==> config.mk <==
export PLATFORM = sky130hd
export DESIGN_NAME = vrf_access_ctrl
export DESIGN_NICKNAME = d
export VERILOG_FILES = /design/src/rtl/vrf_access_ctrl.sv
export SDC_FILE = /design/constraint.sdc
export NUM_CORES = 1
export LEC_CHECK = 0
export BUFFER_PORTS_ARGS = -buffer_cell sky130_fd_sc_hd__buf_2
export CAP_MARGIN = 20
export CORE_AREA = 8 8 284 286
export CTS_CLUSTER_SIZE = 14
export DETAILED_ROUTE_END_ITERATION = 8
export DIE_AREA = 0 0 292 294
export SLEW_MARGIN = 20
export SYNTH_ARGS = -nofsm -noshare
export SYNTH_HDL_FRONTEND = slang
export SYNTH_SLANG_ARGS = --single-unit
==> constraint.sdc <==
create_clock -name clk_i -period 7.5 [get_ports clk_i]
set_input_delay 1.125 -clock clk_i [delete_from_list [all_inputs] [get_ports clk_i]]
set_output_delay 1.125 -clock clk_i [all_outputs]
set_load 0.1 [all_outputs]
==> src/rtl/vrf_access_ctrl.sv <==
// vrf_access_ctrl: round-robin write-port arbiter and read-hazard guard in front of the latch-based VRF.
// Optional byte-merging read forwarding from in-flight writes is enabled by VRF_ACCESS_CTRL_FWD_EN.
module vrf_access_ctrl #(
    parameter int unsigned NrWrPorts   = 3,
    parameter int unsigned NrReadPorts = 3,
    parameter int unsigned NrWords     = 32,
    parameter int unsigned WordWidth   = 64,
    localparam int unsigned AddrW      = (NrWords > 1) ? $clog2(NrWords) : 1,
    localparam int unsigned BeW        = WordWidth / 8
) (
    input  logic                                   clk_i,
    input  logic                                   rst_ni,
    input  logic [NrWrPorts-1:0]                   wr_req_i,
    input  logic [NrWrPorts-1:0][AddrW-1:0]        wr_addr_i,
    input  logic [NrWrPorts-1:0][WordWidth-1:0]    wr_data_i,
    input  logic [NrWrPorts-1:0][BeW-1:0]          wr_be_i,
    output logic [NrWrPorts-1:0]                   wr_gnt_o,
    input  logic [NrReadPorts-1:0]                 rd_req_i,
    input  logic [NrReadPorts-1:0][AddrW-1:0]      rd_addr_i,
    output logic [NrReadPorts-1:0]                 rd_gnt_o,
    output logic [NrReadPorts-1:0][WordWidth-1:0]  rd_data_o,
    output logic                                   vrf_we_o,
    output logic [AddrW-1:0]                       vrf_waddr_o,
    output logic [WordWidth-1:0]                   vrf_wdata_o,
    output logic [BeW-1:0]                         vrf_wbe_o,
    output logic [NrReadPorts-1:0][AddrW-1:0]      vrf_raddr_o,
    input  logic [NrReadPorts-1:0][WordWidth-1:0]  vrf_rdata_i,
    output logic [15:0]                            stall_cnt_o
);

    localparam int unsigned PtrW = (NrWrPorts > 1) ? $clog2(NrWrPorts) : 1;

    logic [PtrW-1:0]      rr_q;
    logic                 win_valid;
    logic [PtrW-1:0]      win_idx;

    logic                 s0_valid;
    logic [AddrW-1:0]     s0_addr;
    logic [WordWidth-1:0] s0_data;
    logic [BeW-1:0]       s0_be;

    logic                 s1_valid_q;
    logic [AddrW-1:0]     s1_addr_q;
`ifdef VRF_ACCESS_CTRL_FWD_EN
    logic [WordWidth-1:0] s1_data_q;
    logic [BeW-1:0]       s1_be_q;
`endif

    logic [NrReadPorts-1:0] hit_s0;
    logic [NrReadPorts-1:0] hit_s1;
    logic                   stall_event;
    logic [15:0]            stall_cnt_q;

    // Round-robin search starting at rr_q; reset masks every grant.
    always_comb begin
        int unsigned idx;
        idx       = 0;
        win_valid = 1'b0;
        win_idx   = '0;
        for (int unsigned i = 0; i < NrWrPorts; i++) begin
            idx = int'(rr_q) + i;
            if (idx >= NrWrPorts) idx = idx - NrWrPorts;
            if (!win_valid && wr_req_i[PtrW'(idx)]) begin
                win_valid = 1'b1;
                win_idx   = PtrW'(idx);
            end
        end
        win_valid = win_valid & rst_ni;
    end

    assign wr_gnt_o    = win_valid ? (NrWrPorts'(1) << win_idx) : '0;
    assign s0_valid    = win_valid;
    assign s0_addr     = wr_addr_i[win_idx];
    assign s0_data     = wr_data_i[win_idx];
    assign s0_be       = wr_be_i[win_idx];

    assign vrf_we_o    = s0_valid;
    assign vrf_waddr_o = s0_addr;
    assign vrf_wdata_o = s0_data;
    assign vrf_wbe_o   = s0_valid ? s0_be : '0;
    assign vrf_raddr_o = rd_addr_i;

    always_ff @(posedge clk_i or negedge rst_ni) begin
        if (!rst_ni) begin
            rr_q <= '0;
        end else if (win_valid) begin
            rr_q <= (win_idx == PtrW'(NrWrPorts - 1)) ? '0 : win_idx + PtrW'(1);
        end
    end

    // S1 mirrors the write the VRF is still sampling (visible from the next cycle on).
    always_ff @(posedge clk_i or negedge rst_ni) begin
        if (!rst_ni) begin
            s1_valid_q <= 1'b0;
            s1_addr_q  <= '0;
`ifdef VRF_ACCESS_CTRL_FWD_EN
            s1_data_q  <= '0;
            s1_be_q    <= '0;
`endif
        end else begin
            s1_valid_q <= s0_valid;
            s1_addr_q  <= s0_addr;
`ifdef VRF_ACCESS_CTRL_FWD_EN
            s1_data_q  <= s0_data;
            s1_be_q    <= s0_be;
`endif
        end
    end

    always_comb begin
        hit_s0 = '0;
        hit_s1 = '0;
        for (int unsigned p = 0; p < NrReadPorts; p++) begin
            hit_s0[p] = s0_valid   && (rd_addr_i[p] == s0_addr);
            hit_s1[p] = s1_valid_q && (rd_addr_i[p] == s1_addr_q);
        end
    end

`ifdef VRF_ACCESS_CTRL_FWD_EN
    // Per-byte merge: the younger write (S0) wins over S1, which wins over the array.
    always_comb begin
        rd_gnt_o  = rd_req_i & {NrReadPorts{rst_ni}};
        rd_data_o = vrf_rdata_i;
        for (int unsigned p = 0; p < NrReadPorts; p++) begin
            for (int unsigned b = 0; b < BeW; b++) begin
                if (hit_s0[p] && s0_be[b]) begin
                    rd_data_o[p][b*8 +: 8] = s0_data[b*8 +: 8];
                end else if (hit_s1[p] && s1_be_q[b]) begin
                    rd_data_o[p][b*8 +: 8] = s1_data_q[b*8 +: 8];
                end
            end
        end
    end
`else
    // Any address match against an in-flight write blocks the read, byte enables ignored.
    always_comb begin
        rd_gnt_o  = rd_req_i & ~(hit_s0 | hit_s1) & {NrReadPorts{rst_ni}};
        rd_data_o = vrf_rdata_i;
    end
`endif

    assign stall_event = |(rd_req_i & ~rd_gnt_o);

    always_ff @(posedge clk_i or negedge rst_ni) begin
        if (!rst_ni) begin
            stall_cnt_q <= '0;
        end else if (stall_event && (stall_cnt_q != 16'hFFFF)) begin
            stall_cnt_q <= stall_cnt_q + 16'd1;
        end
    end

    assign stall_cnt_o = stall_cnt_q;

endmodule

Yosys cells after proc, flatten, opt, wreduce, memory -nomap -nowiden
Index checks and enable logic that the tools add are counted.
Word-level totals
  flip-flop bits (word level): 24
  input port bits: 446
  output and inout bits: 307
  logic and storage cells: 70
Cells by class
  $add $sub $neg: 7
  magnitude comparators: 7
  eq/ne operators: 8
  shift operators: 1
  mux-type cells: 24
  bitwise logic cells: 7
  reductions and logical operators: 12
Operators by type and width (number)
  64-bit binary-select mux with 2-bit select: 1
  64-bit two-way mux: 1
  5-bit equality test: 6
  16-bit by 1-bit adder with 16-bit output, second input constant: 1
  8-bit binary-select mux with 2-bit select: 1
  8-bit two-way mux: 2
  16-bit inequality test, second input constant: 1
  2-bit two-way mux: 7
  2-bit by 3-bit < comparator with 1-bit output, second input constant: 4
  5-bit binary-select mux with 2-bit select: 1
  3-bit AND: 3
  1-bit logical AND: 9
  1-bit binary-select mux with 2-bit select: 3
  3-bit by 2-bit >= comparator with 1-bit output, second input constant: 2
  1-bit two-way mux: 6
  3-bit NOT: 2
  2-bit subtractor, second input constant: 3
  5-bit two-way mux: 1
  2-bit by 1-bit adder with 3-bit output, second input constant: 1
  2-bit by 2-bit adder with 3-bit output, second input constant: 1
  3-bit two-way mux: 1
  3-bit OR: 1
  3-bit OR reduction: 1
  1-bit by 2-bit left shift with 3-bit output, first input constant: 1
  other kinds (5): 6

Logic depth before layout (Yosys ltp)
  depth after elaboration: 23
  gate-level depth with buffers: 16
  depth with buffers taken out: 13

Worst setup path before layout
Ideal clock, no wire load.
  path type: in2out
  start: input port wr_req_i[2]
  end: output port rd_gnt_o[0]
  arrival: 4.957 ns
  required time: 6.375 ns
  setup slack: 1.418 ns
  stages on the path: 10
  path buffers: 1
  path through: and4b_1 a31oi_2 inv_2 nor4_4 and2_1 or2_1 clkbuf_1 xnor2_1 a41o_1 nor2_1
On the way
  word-level cells in the longest chain between the ends: 17
  elaborated cells on any way between the ends: 25
  classes of those cells: eq/ne: 1; mux: 14; bitwise: 5; reduce/logical: 5
Ends and longest elaborated chain
  from (decl): RTL line 13  | input logic [NrWrPorts-1:0] wr_req_i,
  1-bit binary-select mux with 2-bit select: RTL line 63  | if (!win_valid && wr_req_i[PtrW'(idx)]) begin
  1-bit two-way mux (implied by the code): RTL line 63
  1-bit two-way mux: RTL line 63
  1-bit logical NOT: RTL line 63
  1-bit logical AND: RTL line 63
  1-bit two-way mux: RTL line 63
  1-bit logical NOT: RTL line 63
  1-bit logical AND: RTL line 63
  2-bit two-way mux (*): RTL line 63
  5-bit binary-select mux with 2-bit select (*): RTL line 73  | assign s0_addr = wr_addr_i[win_idx];
  5-bit two-way mux (implied by the code) (*): RTL line 73
  named net vrf_waddr_o[0]: RTL line 23  | output logic [AddrW-1:0] vrf_waddr_o,
  5-bit equality test (*): RTL line 114  | hit_s0[p] = s0_valid && (rd_addr_i[p] == s0_addr);
  1-bit logical AND (*): RTL line 114
  3-bit OR (*): RTL line 137  | rd_gnt_o = rd_req_i & ~(hit_s0 | hit_s1) & {NrReadPorts{rst_ni}};
  3-bit NOT (*): RTL line 137
  3-bit AND (*) (2 in a row): RTL line 137
  to (decl): RTL line 20  | output logic [NrReadPorts-1:0] rd_gnt_o,
Mark *: on every way through the listed nets, which the timed path passes. The rest lies on a longest branch. The select of a mux whose other input is x is not followed.

Worst setup path after layout
  start: input port wr_req_i[1]
  end: output port vrf_wdata_o[11]
On the way
  word-level cells in the longest chain between the ends: 11
  elaborated cells on any way between the ends: 17
  classes of those cells: mux: 13; reduce/logical: 4
Ends and longest elaborated chain
  1-bit binary-select mux with 2-bit select: RTL line 63
  1-bit two-way mux (implied by the code): RTL line 63
  1-bit two-way mux: RTL line 63
  1-bit logical NOT: RTL line 63
  1-bit logical AND: RTL line 63
  1-bit two-way mux: RTL line 63
  1-bit logical NOT: RTL line 63
  1-bit logical AND: RTL line 63
  2-bit two-way mux (*): RTL line 63
  64-bit binary-select mux with 2-bit select (*): RTL line 74  | assign s0_data = wr_data_i[win_idx];
  64-bit two-way mux (implied by the code) (*): RTL line 74
  to (decl): RTL line 24  | output logic [WordWidth-1:0] vrf_wdata_o,
Mark *: on every way between the ends. The rest lies on a longest branch, timed or not. The select of a mux whose other input is x is not followed.

==> impl_metrics.json <==
{
  "multi_input_area_um2": 2780,
  "cts_hold_buf": 0,
  "switching_power_mw": 4.18,
  "port_buffers": 368,
  "yosysUniqueCellTypes": 57,
  "critical_path_class": "input port to output port",
  "clock-skew-final_ps": 7.28,
  "fmax_mhz": 182,
  "gr-total-overflow": 0,
  "synth_top_area_share_pct": 30.8,
  "min_path_type": "register to register",
  "synthFlopType": "dfrtp_1",
  "cts_root_buffer": "clkbuf_16",
  "synthCells": 695,
  "via_per_inst": 3.19,
  "hold_viol": 0,
  "synth-edff-count": 0,
  "switching_share_pct": 79.5,
  "dpl.hpwl_um": 47200,
  "vias": 5864,
  "synth_seq_area_share_pct": 11.9,
  "antenna_found_initial": 81,
  "seqPwrFrac_pct": 4.5,
  "powerDensity_nw_per_um2": 784,
  "synthArstFlopShare_pct": 100,
  "rsz0062_at_grt": "false",
  "syn-cell-area_um2": 5050,
  "antenna_left": 0,
  "leakagePower_nw": 2.93,
  "grt_util_met3_pct": 8.76,
  "maxSlewHeadroom_pct": 37.5,
  "core_area_um2": 76400,
  "tightest_slew_ps": 937,
  "synth_top_area_cell": "buf_4",
  "pin_count": 753,
  "grt_pass1_vias": 5943,
  "status": "finished, final reports clean",
  "post_cts_buffers": 0,
  "num_rows": 102,
  "total_power_mw": 5.26,
  "drcViolationCount": 0,
  "cap_violations": 0,
  "cts.clk_slew.worst_paths_ps": 70,
  "combPwrFrac_pct": 92.5,
  "synthTopCellsByArea": "buf_4 31%, mux2i_1 13%, dfrtp_1 12%, nand2_1 7.3%, o21ai_0 7.0%",
  "dr.pass1.iters": 5,
  "worstPathArrival_ps": 4350,
  "wl_per_cell_um": 28.1,
  "fp.dieH_um": 294,
  "wirelength_um": 51800,
  "gp_congestion": 0.824,
  "slew_violations": 0,
  "r2r_slack_ps": 2790,
  "clockPowerShare_pct": 3.0,
  "cts_buffer_depth": 2,
  "grt_busiest_layer": "met2",
  "drt-initial-drc-count": 370,
  "die_area_um2": 85800,
  "start_util_pct": 6.61,
  "insertion_delay_ps": 260,
  "cts-htree-levels": 1,
  "cts_resized": 0,
  "finalSetupViolCount": 0,
  "fillCellCount": 8966,
  "critPathCaptureType": "output port",
  "drive_gt1_share_pct": 47.7,
  "start_kind": "input port",
  "met1_usage_pct": 14.1,
  "peakVddDrop_v": 0.000531,
  "ys_ff_latch": 24,
  "use_met2_pct": 14.7,
  "cts_tree": "built",
  "ys.warnings.count": 0,
  "clock-sinks": 24,
  "cts_buffers": 3,
  "finalCriticalPeriod_ps": 5480,
  "avgSynthCellArea_um2": 7.27,
  "intPower_mw": 1.08,
  "grt_max_degree": 59,
  "syn_nets": 1146,
  "die_w_um": 292,
  "final-seq-area_um2": 601,
  "finalCritPeriodShare_pct": 73.1,
  "crit_fanout": 47,
  "fin_nets": 1291,
  "worst_ep_required_time_ps": 6380,
  "grt_usage_pct": 11.3,
  "grt_pass1_wl_um": 63500,
  "fin_setup_tns_ps": 0,
  "area_delta_synth_final_pct": 32.7
}
-- flip-flops by register name, summed over array words and instances (netlist names) --
name,cells
stall_cnt_o,16
s1_addr_q,5
rr_q,2
s1_valid_q,1
-- worst paths after layout --
path	startpoint	end	cells past startpoint
worst max-delay path	wr_req_i[1]	vrf_wdata_o[11]	9
worst min-delay path	stall_cnt_o[5]$_DFFE_PN0P_	stall_cnt_o[5]$_DFFE_PN0P_	1
worst max register to register	rr_q[1]$_DFFE_PN0P_	stall_cnt_o[14]$_DFFE_PN0P_	14
worst min register to register	stall_cnt_o[5]$_DFFE_PN0P_	stall_cnt_o[5]$_DFFE_PN0P_	1
max in group asynchronous	rst_ni	s1_addr_q[3]$_DFF_PN0_	1
min in group asynchronous	rst_ni	stall_cnt_o[8]$_DFFE_PN0P_	1
-- final cells by class --
type                       instances  area share, %
antenna                           14          0.523
timing repair buffer             377           28.5
tap                              988           18.4
clock inverter                     1          0.448
clock buffer                       3           1.12
sequential                        24           8.96
inverter                          10          0.560
multi-input combinational        424           41.5
-- per-stage QoR --
step | setup slack (ps) | instance area [um2] | hold WS, ps | instances | util (%)
2_1_floorplan | 1420 | 5050 | 502 | 695 | -
6_report | 2020 | 6700 | 505 | 1841 | 8.77
3_5_place_dp | 2040 | 6560 | 487 | 1823 | 8.58
3_3_place_gp | 2060 | 6560 | 476 | 1823 | 8.58
5_1_grt | 1820 | 6680 | 525 | 1831 | 8.74
4_1_cts | 2040 | 6670 | 501 | 1827 | 8.72
-- power by group through the flow --
stage | logic, mW | clock network, mW | registers (mW)
after floorplan | 4.07 | 0 | 0.419
after global placement | 4.96 | 0 | 0.233
after detailed placement | 4.96 | 0 | 0.236
after CTS | 4.97 | 0.163 | 0.234
after global routing | 5.13 | 0.168 | 0.242
final | 4.86 | 0.160 | 0.234
-- critical path, cell delays in order --
cell and delay [ps]:
buf_2 170, nand2b_1 100, and3_4 200, o211a_4 280, nor2_4 560, buf_4 730, mux2i_1 250, o21ai_0 220
buf_2 500
-- cells in the mapped netlist (all sizes together) (10+ instances only) --
| cell | count |
|---|---|
| xor2 | 20 |
| xnor2 | 13 |
| nand3 | 12 |
| buf | 215 |
| and3 | 10 |
| dfrtp | 24 |
| o21ai | 75 |
| clkbuf | 22 |
| nor2 | 21 |
| nor3 | 10 |
| inv | 10 |
| a21oi | 28 |
| mux2i | 66 |
| nand2 | 98 |
-- layout by cell type (no fill, tap or decap), types with 2 or more instances in the layout --
cell type	netlist	final
nand2_1	98	97
nor2b_1	3	3
buf_2	2	368
nor4_2	2	2
nor2_1	21	19
nor4_1	4	4
xnor2_1	13	13
nor4b_2	3	3
mux2_1	4	4
diode_2	0	14
a21o_1	5	5
or3_1	3	3
inv_1	9	9
xor2_1	20	20
nand4_1	4	4
ha_1	5	5
a22o_1	2	2
o21ai_0	71	71
and3_1	9	9
a21oi_1	28	28
nand3_1	12	12
o21ai_1	4	4
buf_4	207	9
or2_1	2	2
nor3b_1	2	2
clkbuf_16	0	3
mux2i_1	66	66
nand2b_1	5	5
a22oi_2	2	2
and2_1	2	2
dfrtp_1	24	24
nor3_1	10	10
-- cells by family (layout without fill, tap and decap cells) --
logic type / count (synthesis) / in the layout / synth area share (%)
AO/OA/AOI/OAI: 129 / 129 / 15.0
XOR/XNOR: 33 / 33 / 5.72
adder cells (fa/ha/maj): 5 / 5 / 1.24
buffers and inverters: 247 / 391 / 33.9
flip-flops: 24 / 24 / 11.9
multiplexers: 70 / 70 / 14.0
other: 0 / 14 / 0
AND/OR/NAND/NOR: 187 / 187 / 18.2
-- routing by layer --
layer / vias to the layer above / share of wire, % / routed length [um]
met3: 188 / 18 / 9510
met5: - / 0.44 / 228
met1: 2591 / 42 / 21800
met4: 38 / 3.8 / 1970
met2: 586 / 35 / 18300
li1: 2461 / - / -
Note: power is estimated with default switching activity, not from simulation.
